`src/rtl/gb_instr_sequencer.sv`:
```
// gb_instr_sequencer: turns a raw program byte stream into one-cycle
// instruction/data/valid issue beats for the gbprocessor core.
// Bytes are buffered in a DEPTH-entry FIFO. A load-immediate opcode is
// paired with the byte that follows it. Every other opcode issues alone
// with data=00.
// Optional build macro GBSEQ_ILLEGAL_DROP_EN: opcodes 00-3F (other than the
// load-immediates) and C0-FF are popped and discarded instead of issued,
// and the sticky illegal_seen output reports that a discard has happened.
module gb_instr_sequencer #(
  parameter int DEPTH = 8,
  parameter int CNT_W = 16
) (
  input  logic             clock,
  input  logic             reset,
  input  logic [7:0]       in_byte,
  input  logic             in_valid,
  output logic             in_ready,
  input  logic             flush,
  input  logic             proc_stall,
  output logic [7:0]       instruction,
  output logic [7:0]       data,
  output logic             valid,
  output logic             busy,
`ifdef GBSEQ_ILLEGAL_DROP_EN
  output logic             illegal_seen,
`endif
  output logic [CNT_W-1:0] issued_count
);

  localparam int AW = $clog2(DEPTH);

  typedef enum logic {S_OPCODE, S_OPERAND} state_t;

  // FIFO storage. The pointers carry one extra wrap bit so that full and
  // empty can be told apart.
  logic [7:0]  mem [DEPTH];
  logic [AW:0] wptr, rptr;
  logic        empty, full, push, pop;
  logic [7:0]  head;

  state_t      state_q, state_d;
  logic [7:0]  opc_q, opc_d;
  logic [7:0]  instr_d, data_d;
  logic        valid_d;
`ifdef GBSEQ_ILLEGAL_DROP_EN
  logic        ill_d;
`endif

  function automatic logic is_ldi(input logic [7:0] b);
    case (b)
      8'h06, 8'h0E, 8'h16, 8'h1E, 8'h26, 8'h2E, 8'h3E: is_ldi = 1'b1;
      default:                                         is_ldi = 1'b0;
    endcase
  endfunction

`ifdef GBSEQ_ILLEGAL_DROP_EN
  function automatic logic is_illegal(input logic [7:0] b);
    is_illegal = ((b[7:6] == 2'b00) && !is_ldi(b)) || (b[7:6] == 2'b11);
  endfunction
`endif

  assign empty    = (wptr == rptr);
  assign full     = (wptr[AW] != rptr[AW]) && (wptr[AW-1:0] == rptr[AW-1:0]);
  // There is no bypass path: a full FIFO refuses a push even when it pops in the same cycle.
  assign in_ready = !full;
  assign push     = in_valid && !full;
  assign pop      = !empty && !proc_stall;
  assign head     = mem[rptr[AW-1:0]];
  assign busy     = !empty || (state_q == S_OPERAND);

  // FIFO data write. The entries need no reset because the pointers gate every read.
  always_ff @(posedge clock) begin
    if (!reset && !flush && push) mem[wptr[AW-1:0]] <= in_byte;
  end

  // FIFO pointers. Reset and flush both empty the buffer.
  always_ff @(posedge clock) begin
    if (reset || flush) begin
      wptr <= '0;
      rptr <= '0;
    end else begin
      if (push) wptr <= wptr + 1'b1;
      if (pop)  rptr <= rptr + 1'b1;
    end
  end

  // FSM state register. A flush abandons any half-assembled instruction.
  always_ff @(posedge clock) begin
    if (reset || flush) state_q <= S_OPCODE;
    else                state_q <= state_d;
  end

  // Next state. Only a pop can move the FSM. The operand byte is never decoded.
  always_comb begin
    state_d = state_q;
    if (pop) begin
      case (state_q)
        S_OPCODE:  if (is_ldi(head)) state_d = S_OPERAND;
        S_OPERAND: state_d = S_OPCODE;
        default:   state_d = S_OPCODE;
      endcase
    end
  end

  // Next output values. instruction and data hold while nothing issues.
  always_comb begin
    instr_d = instruction;
    data_d  = data;
    valid_d = 1'b0;
    opc_d   = opc_q;
`ifdef GBSEQ_ILLEGAL_DROP_EN
    ill_d   = 1'b0;
`endif
    if (pop) begin
      case (state_q)
        S_OPCODE: begin
          if (is_ldi(head)) begin
            opc_d = head;
`ifdef GBSEQ_ILLEGAL_DROP_EN
          end else if (is_illegal(head)) begin
            ill_d = 1'b1;
`endif
          end else begin
            instr_d = head;
            data_d  = 8'h00;
            valid_d = 1'b1;
          end
        end
        S_OPERAND: begin
          instr_d = opc_q;
          data_d  = head;
          valid_d = 1'b1;
        end
        default: ;
      endcase
    end
  end

  // Registered outputs. A flush drops valid and the latched opcode but keeps the counters.
  always_ff @(posedge clock) begin
    if (reset) begin
      instruction  <= 8'h00;
      data         <= 8'h00;
      valid        <= 1'b0;
      opc_q        <= 8'h00;
      issued_count <= '0;
    end else if (flush) begin
      valid        <= 1'b0;
      opc_q        <= 8'h00;
    end else begin
      instruction  <= instr_d;
      data         <= data_d;
      valid        <= valid_d;
      opc_q        <= opc_d;
      issued_count <= issued_count + CNT_W'(valid_d);
    end
  end

`ifdef GBSEQ_ILLEGAL_DROP_EN
  // Sticky discard flag. Only reset clears it; a flush leaves it set.
  always_ff @(posedge clock) begin
    if (reset)              illegal_seen <= 1'b0;
    else if (!flush && ill_d) illegal_seen <= 1'b1;
  end
`endif

endmodule

```
`config.mk`:
```
export PLATFORM = sky130hd
export DESIGN_NAME = gb_instr_sequencer
export DESIGN_NICKNAME = d
export VERILOG_FILES = /design/src/rtl/gb_instr_sequencer.sv
export SDC_FILE = /design/constraint.sdc
export NUM_CORES = 1
export LEC_CHECK = 0
export BUFFER_PORTS_ARGS = -buffer_cell sky130_fd_sc_hd__buf_2
export CAP_MARGIN = 20
export CORE_UTILIZATION = 58
export DETAILED_ROUTE_END_ITERATION = 8
export PLACE_DENSITY = 0.9
export RECOVER_POWER = 50
export SLEW_MARGIN = 20
export SYNTH_ARGS = -nofsm -noshare
export SYNTH_HDL_FRONTEND = slang
export SYNTH_SLANG_ARGS = --single-unit
export TNS_END_PERCENT = 5
```
`constraint.sdc`:
```
create_clock -name clock -period 3.75 [get_ports clock]
set_clock_uncertainty 0.15 [all_clocks]
set_input_delay 0.75 -clock clock [delete_from_list [all_inputs] [get_ports clock]]
set_output_delay 0.75 -clock clock [all_outputs]
set_load 0.02 [all_outputs]
```
==> impl_metrics.ini, run 1 <==
[run_status]
status = complete, no violations

[synthesis]
ys_seq_area_share_pct = 61.9
yosysWarnings = 0
async_flop_share_pct = 0
synth_edf_count = 64
netlist_area_mm2 = 0.00482
yosys_most_used_dff = edfxtp_1
syn_nets = 387
synth.distinct_cells = 54
syn_inst = 370
avgSynthCellArea_um2 = 13.0
ys_ff_latch = 117

[sta]
fin_hold_ws_ns = 0.315
slew_headroom_pct = 41.3
hold_viol_final = 0
fin_crit_sh_pct = 94.0
rsz0062_at_grt = false
max_freq_mhz = 284
tns_ns = 0
slew_viol_final = 0
worst_slew_pin_slew_ns = 0.869
min_period_ns = 3.52
setup_viol = 0
fin_ws_ns = 0.226

[final_layout]
seq_area_mm2 = 0.00299
syn_to_final_growth_pct = 20.6
fin_nets = 459
final_cell_mix = edfxtp_1, dfxtp_1, clkbuf_1
antenna_cells = 0
stdcell_area_mm2 = 0.00581
layout_commonest_cell = edfxtp_1
n_fill_cell = 511
multi_input_area_mm2 = 0.00164
layout-drive-gt1-share_pct = 17.1

[worst_setup_path]
cp-start-kind = flop
cp.required_ns = 4.05
cpMaxStageDelayCell = or3_1
cp_common_cell = ha_1
worst_path_dominant_cell_family = simple AND/OR/NAND/NOR gates
path_buf_inv = 2
cp_max_fo = 15
cp_cell_sequence = buf_6 > buf_4 > mux2i_1 > a22oi_1 > nand3b_1 > and4b_1 > a21oi_2 > ha_1 > ha_1 > nor2b_1 > and3_1 > nand3_1 > or3_1 > a21oi_1
arrival_ns = 3.82
worstSetupPathType = reg2reg
slowest_delay_ns = 0.35
endpoint_kind = flop
reg2reg_slack_ns = 0.23

[grt]
grt_start_max_net_pins = 36
grt_pass1_vias = 3200
grt_use_total_pct = 26.1
antenna_found_initial = 0
grt-ovfl-total = 0
grt_pass1_wl_um = 16500

[die]
die_y_um = 93.2
core_mm2 = 0.00789
start_util_pct = 61.1
rows = 32
die_x_um = 93.2
die_area_mm2 = 0.00868
ios = 48

[placed_design]
pre_cts_ws_ns = 0.234
gp_congestion = 0.875
place_area_mm2 = 0.00525
port_buffers = 47
hpwl_um = 6510

[worst_hold_path]
hp-class = reg2reg

[drt]
ant_nets = 0
drt-initial-drc-count = 229
viasPerCell = 5.91
drt-total-wl_um = 10400
dr.pass1.iters = 6
drc = 0
num_vias = 3290
wire_per_inst_um = 18.6

[clocking]
cts_tree = built
clk_path_buf_depth = 2
clk_pin_slew_ns = 0.06
cts-root-buf = clkbuf_8
clock_latency_ns = 0.52
clock-sinks = 117
htree_levels = 4
numCtsBuffers = 17

[power]
peakVddDrop_mv = 0.390
finalPower_uw = 3120
p_leak_uw = 0.00200
p_per_area_mw_per_mm2 = 537

[flow_run]
max_cap_violations = 0
synthesized netlist by cell type, types with 4 or more instances:
cell	n	area, µm²
nor2_1	32	120
dfxtp_1	53	1060
or3_1	6	37.5
mux2i_1	15	150
clkbuf_1	9	33.8
mux4_2	5	113
a21oi_1	8	40.0
nand2_1	21	78.8
edfxtp_1	64	1920
o21ai_0	11	55.1
mux4_1	5	131
and3_1	7	43.8
a211oi_1	9	67.6
inv_1	20	75.1
o32ai_1	8	70.1
xnor2_1	10	87.6
xor2_1	12	105
ha_1	4	50.1
nand3_1	8	40.0
a22oi_1	5	37.5
nand4_1	6	37.5
routing by layer:
metal / GRT usage (%) / vias to the layer above / part of all wire, %
li1: - / 1530 / -
met1: 31.8 / 1592 / 40
met2: 43.7 / 137 / 51
met3: 7.07 / 31 / 6.6
met4: 11.0 / 0 / 2.4
met5: 0 / - / 0
cells by family (layout without fill, tap and decap cells):
group,after synthesis,after routing,synth area share [%]
adder cells (fa/ha/maj),4,4,1.04
multiplexers,26,26,8.64
XOR/XNOR,22,22,4.00
buffers and inverters,37,122,3.69
AND/OR/NAND/NOR,104,104,11.3
flip-flops,117,117,61.9
AO/OA/AOI/OAI,60,60,9.45
repair_timing:
action                     in CTS  in global routing
hold buffers                    0                  0
buffers inserted                0                  0
resized for setup               0                  4
setup endpoints to repair       0                  2
registers in the layout, summed over array words and instances (netlist names), named ones only:
signal,count
wptr,4
issued_count,16
valid,1
opc_q,8
mem,64
data,8
instruction,8
rptr,4
state_q,1
layout make-up:
cell class,count,share of cell area [%]
clock buffers,18,7.19
clock inverters,14,3.45
inverters,20,1.29
multi-input cells,216,28.3
flip-flops and latches,117,51.4
well taps,102,2.20
repair buffers,70,6.20
final timing paths:
check                 startpoint                to  depth (start not counted)
setup / recovery            flop  issued_count[10]                         14
setup reg to reg            flop  issued_count[10]                         14
hold / removal    instruction[5]    instruction[5]                          2
hold reg to reg   instruction[5]    instruction[5]                          2
stage by stage:
step / instances / utilization [%]
after global placement: 525 / 66.6
after floorplan: 370 / -
after global routing: 557 / 73.7
final: 557 / 73.7
after detailed placement: 525 / 66.6
after CTS: 557 / 74.4
worst min-delay path, cell delays in order (launching register included):
cell	delay, ns
dfxtp_1	0.31
inv_1	0.05
a211oi_1	0.05
report_power, final:
| part | internal [µW] | switching [µW] | total (µW) |
|---|---|---|---|
| Combinational | 30.1 | 60.5 | 90.6 |
| Sequential | 1360 | 5.80 | 1370 |
| Clock | 1090 | 578 | 1660 |
| Total | 2480 | 644 | 3120 |
Power figures use the tool's default switching activity.
==> run 2, diff against run 1 <==
--- a/config.mk
+++ b/config.mk
@@ -7,6 +7,7 @@
 export LEC_CHECK = 0
 export BUFFER_PORTS_ARGS = -buffer_cell sky130_fd_sc_hd__buf_2
 export CAP_MARGIN = 20
+export CORE_ASPECT_RATIO = 1.2
 export CORE_UTILIZATION = 58
 export DETAILED_ROUTE_END_ITERATION = 8
 export PLACE_DENSITY = 0.9
==> impl_metrics.ini, run 2 (synthesis gave the netlist of run 1 again) <==
[worst_setup_path]
cp_max_fo = 8
cp.required_ns = 4.04
reg2reg_slack_ns = 0.25
path_buf_inv = 0
worst_path_dominant_cell_family = simple AND/OR/NAND/NOR gates
cp_cell_sequence = mux4_1 > mux2i_1 > and2b_1 > and4b_1 > a21oi_2 > ha_1 > ha_1 > nor2b_1 > and3_1 > nand3_1 > or3_1 > a21oi_1
rr_endpoint = issued_count[10]
endpoint_kind = flop
cp-start-kind = flop
arrival_ns = 3.78
r2r_cells = 12
worstSetupPathType = reg2reg
cp_common_cell = ha_1
cpMaxStageDelayCell = mux4_1
slowest_delay_ns = 0.59

[power]
p_leak_uw = 0.00200
p_per_area_mw_per_mm2 = 551
peakVddDrop_mv = 0.393
finalPower_uw = 3190

[final_layout]
layout_commonest_cell = edfxtp_1
syn_to_final_growth_pct = 20.4
final_cells = 548
layout-drive-gt1-share_pct = 16.3
antenna_cells = 0
fin_nets = 457
n_fill_cell = 543
final_cell_mix = edfxtp_1, dfxtp_1, clkbuf_1
largest_reg_flops = 64
stdcell_area_mm2 = 0.00580

[drt]
drt-initial-drc-count = 281
num_vias = 3307
drc = 0
wire_per_inst_um = 19.5
viasPerCell = 6.03
dr.pass1.iters = 6
drt-total-wl_um = 10700
ant_nets = 0

[grt]
grt_start_max_net_pins = 36
antenna_found_initial = 0
grt_use_total_pct = 26.6
grt-ovfl-total = 0
grt_pass1_wl_um = 16900
grt_pass1_vias = 3333

[placed_design]
hpwl_um = 7180
place_area_mm2 = 0.00523
dp_cells = 516
port_buffers = 47
gp_congestion = 0.905

[worst_hold_path]
hp-class = reg2reg
hold_start = opc_q[2]
min_to = opc_q[2]
hold_depth = 2

[sta]
rsz0062_at_grt = false
slew_viol_final = 0
tns_ns = 0
setup_viol = 0
slew_headroom_pct = 45.8
fin_hold_ws_ns = 0.308
max_freq_mhz = 286
hold_viol_final = 0
fin_crit_sh_pct = 93.2
worst_slew_pin_slew_ns = 0.802
min_period_ns = 3.50

[clocking]
numCtsBuffers = 17
cts-root-buf = clkbuf_8
cts_tree = built
clock-sinks = 117
htree_levels = 4
clk_pin_slew_ns = 0.06
clk_path_buf_depth = 2
postCtsSetupBuffers = 0
clock_latency_ns = 0.52

[die]
die_x_um = 85.2
die_area_mm2 = 0.00868
ios = 48
core_mm2 = 0.00811
start_util_pct = 59.4
die_y_um = 102
rows = 36

[run_status]
status = complete, no violations

[flow_run]
max_cap_violations = 0
[run 2: worst max path at each step]
stage                             endpoint  start  cells after the start  slack (ns)
after floorplan           issued_count[10]   flop                     13        0.34
after global placement    issued_count[10]   flop                     12        0.30
after detailed placement  issued_count[10]   flop                     12        0.09
after CTS                 issued_count[10]   flop                     12        0.10
after global routing      issued_count[10]   flop                     12        0.07
final                     issued_count[10]   flop                     12        0.25
[run 2: final cells by class]
type | instances | area (µm²) | area share, %
repair buffers | 68 | 342 | 5.89
inverters | 20 | 75.1 | 1.29
multi-input cells | 216 | 1640 | 28.3
clock buffers | 17 | 414 | 7.14
clock inverters | 15 | 226 | 3.90
well taps | 95 | 119 | 2.05
flip-flops and latches | 117 | 2990 | 51.5
[run 2: through the flow]
stage	util [%]	setup WS, ns
after floorplan	-	0.341
after global placement	64.5	0.298
after detailed placement	64.5	0.0949
after CTS	72.4	0.104
after global routing	71.6	0.0657
final	71.6	0.254
[run 2: repair_timing]
action | CTS | global route
hold endpoints to repair | 0 | 0
hold buffers | 0 | 0
endpoints found under the setup margin | 0 | 2
resized for setup | 0 | 2
[run 2: report_power, final]
part | internal [µW] | switching [µW]
Clock | 1150 | 588
Sequential | 1360 | 6.05
Combinational | 29.0 | 60.3
[run 2: layer usage]
layer,track usage (%),vias up,part of all wire (%)
met5,0,-,0
met4,16.3,0,3.5
met3,6.22,37,5.5
met2,47.1,149,53
met1,29.1,1591,38
li1,-,1530,-
[run 2: worst reg2reg max path, cell delays in order (launching register included)]
cell and delay (ns):
dfxtp_2 0.45, mux4_1 0.59, mux2i_1 0.18, and2b_1 0.23, and4b_1 0.22, a21oi_2 0.16
ha_1 0.20, ha_1 0.14, nor2b_1 0.21, and3_1 0.24, nand3_1 0.16, or3_1 0.33
a21oi_1 0.15
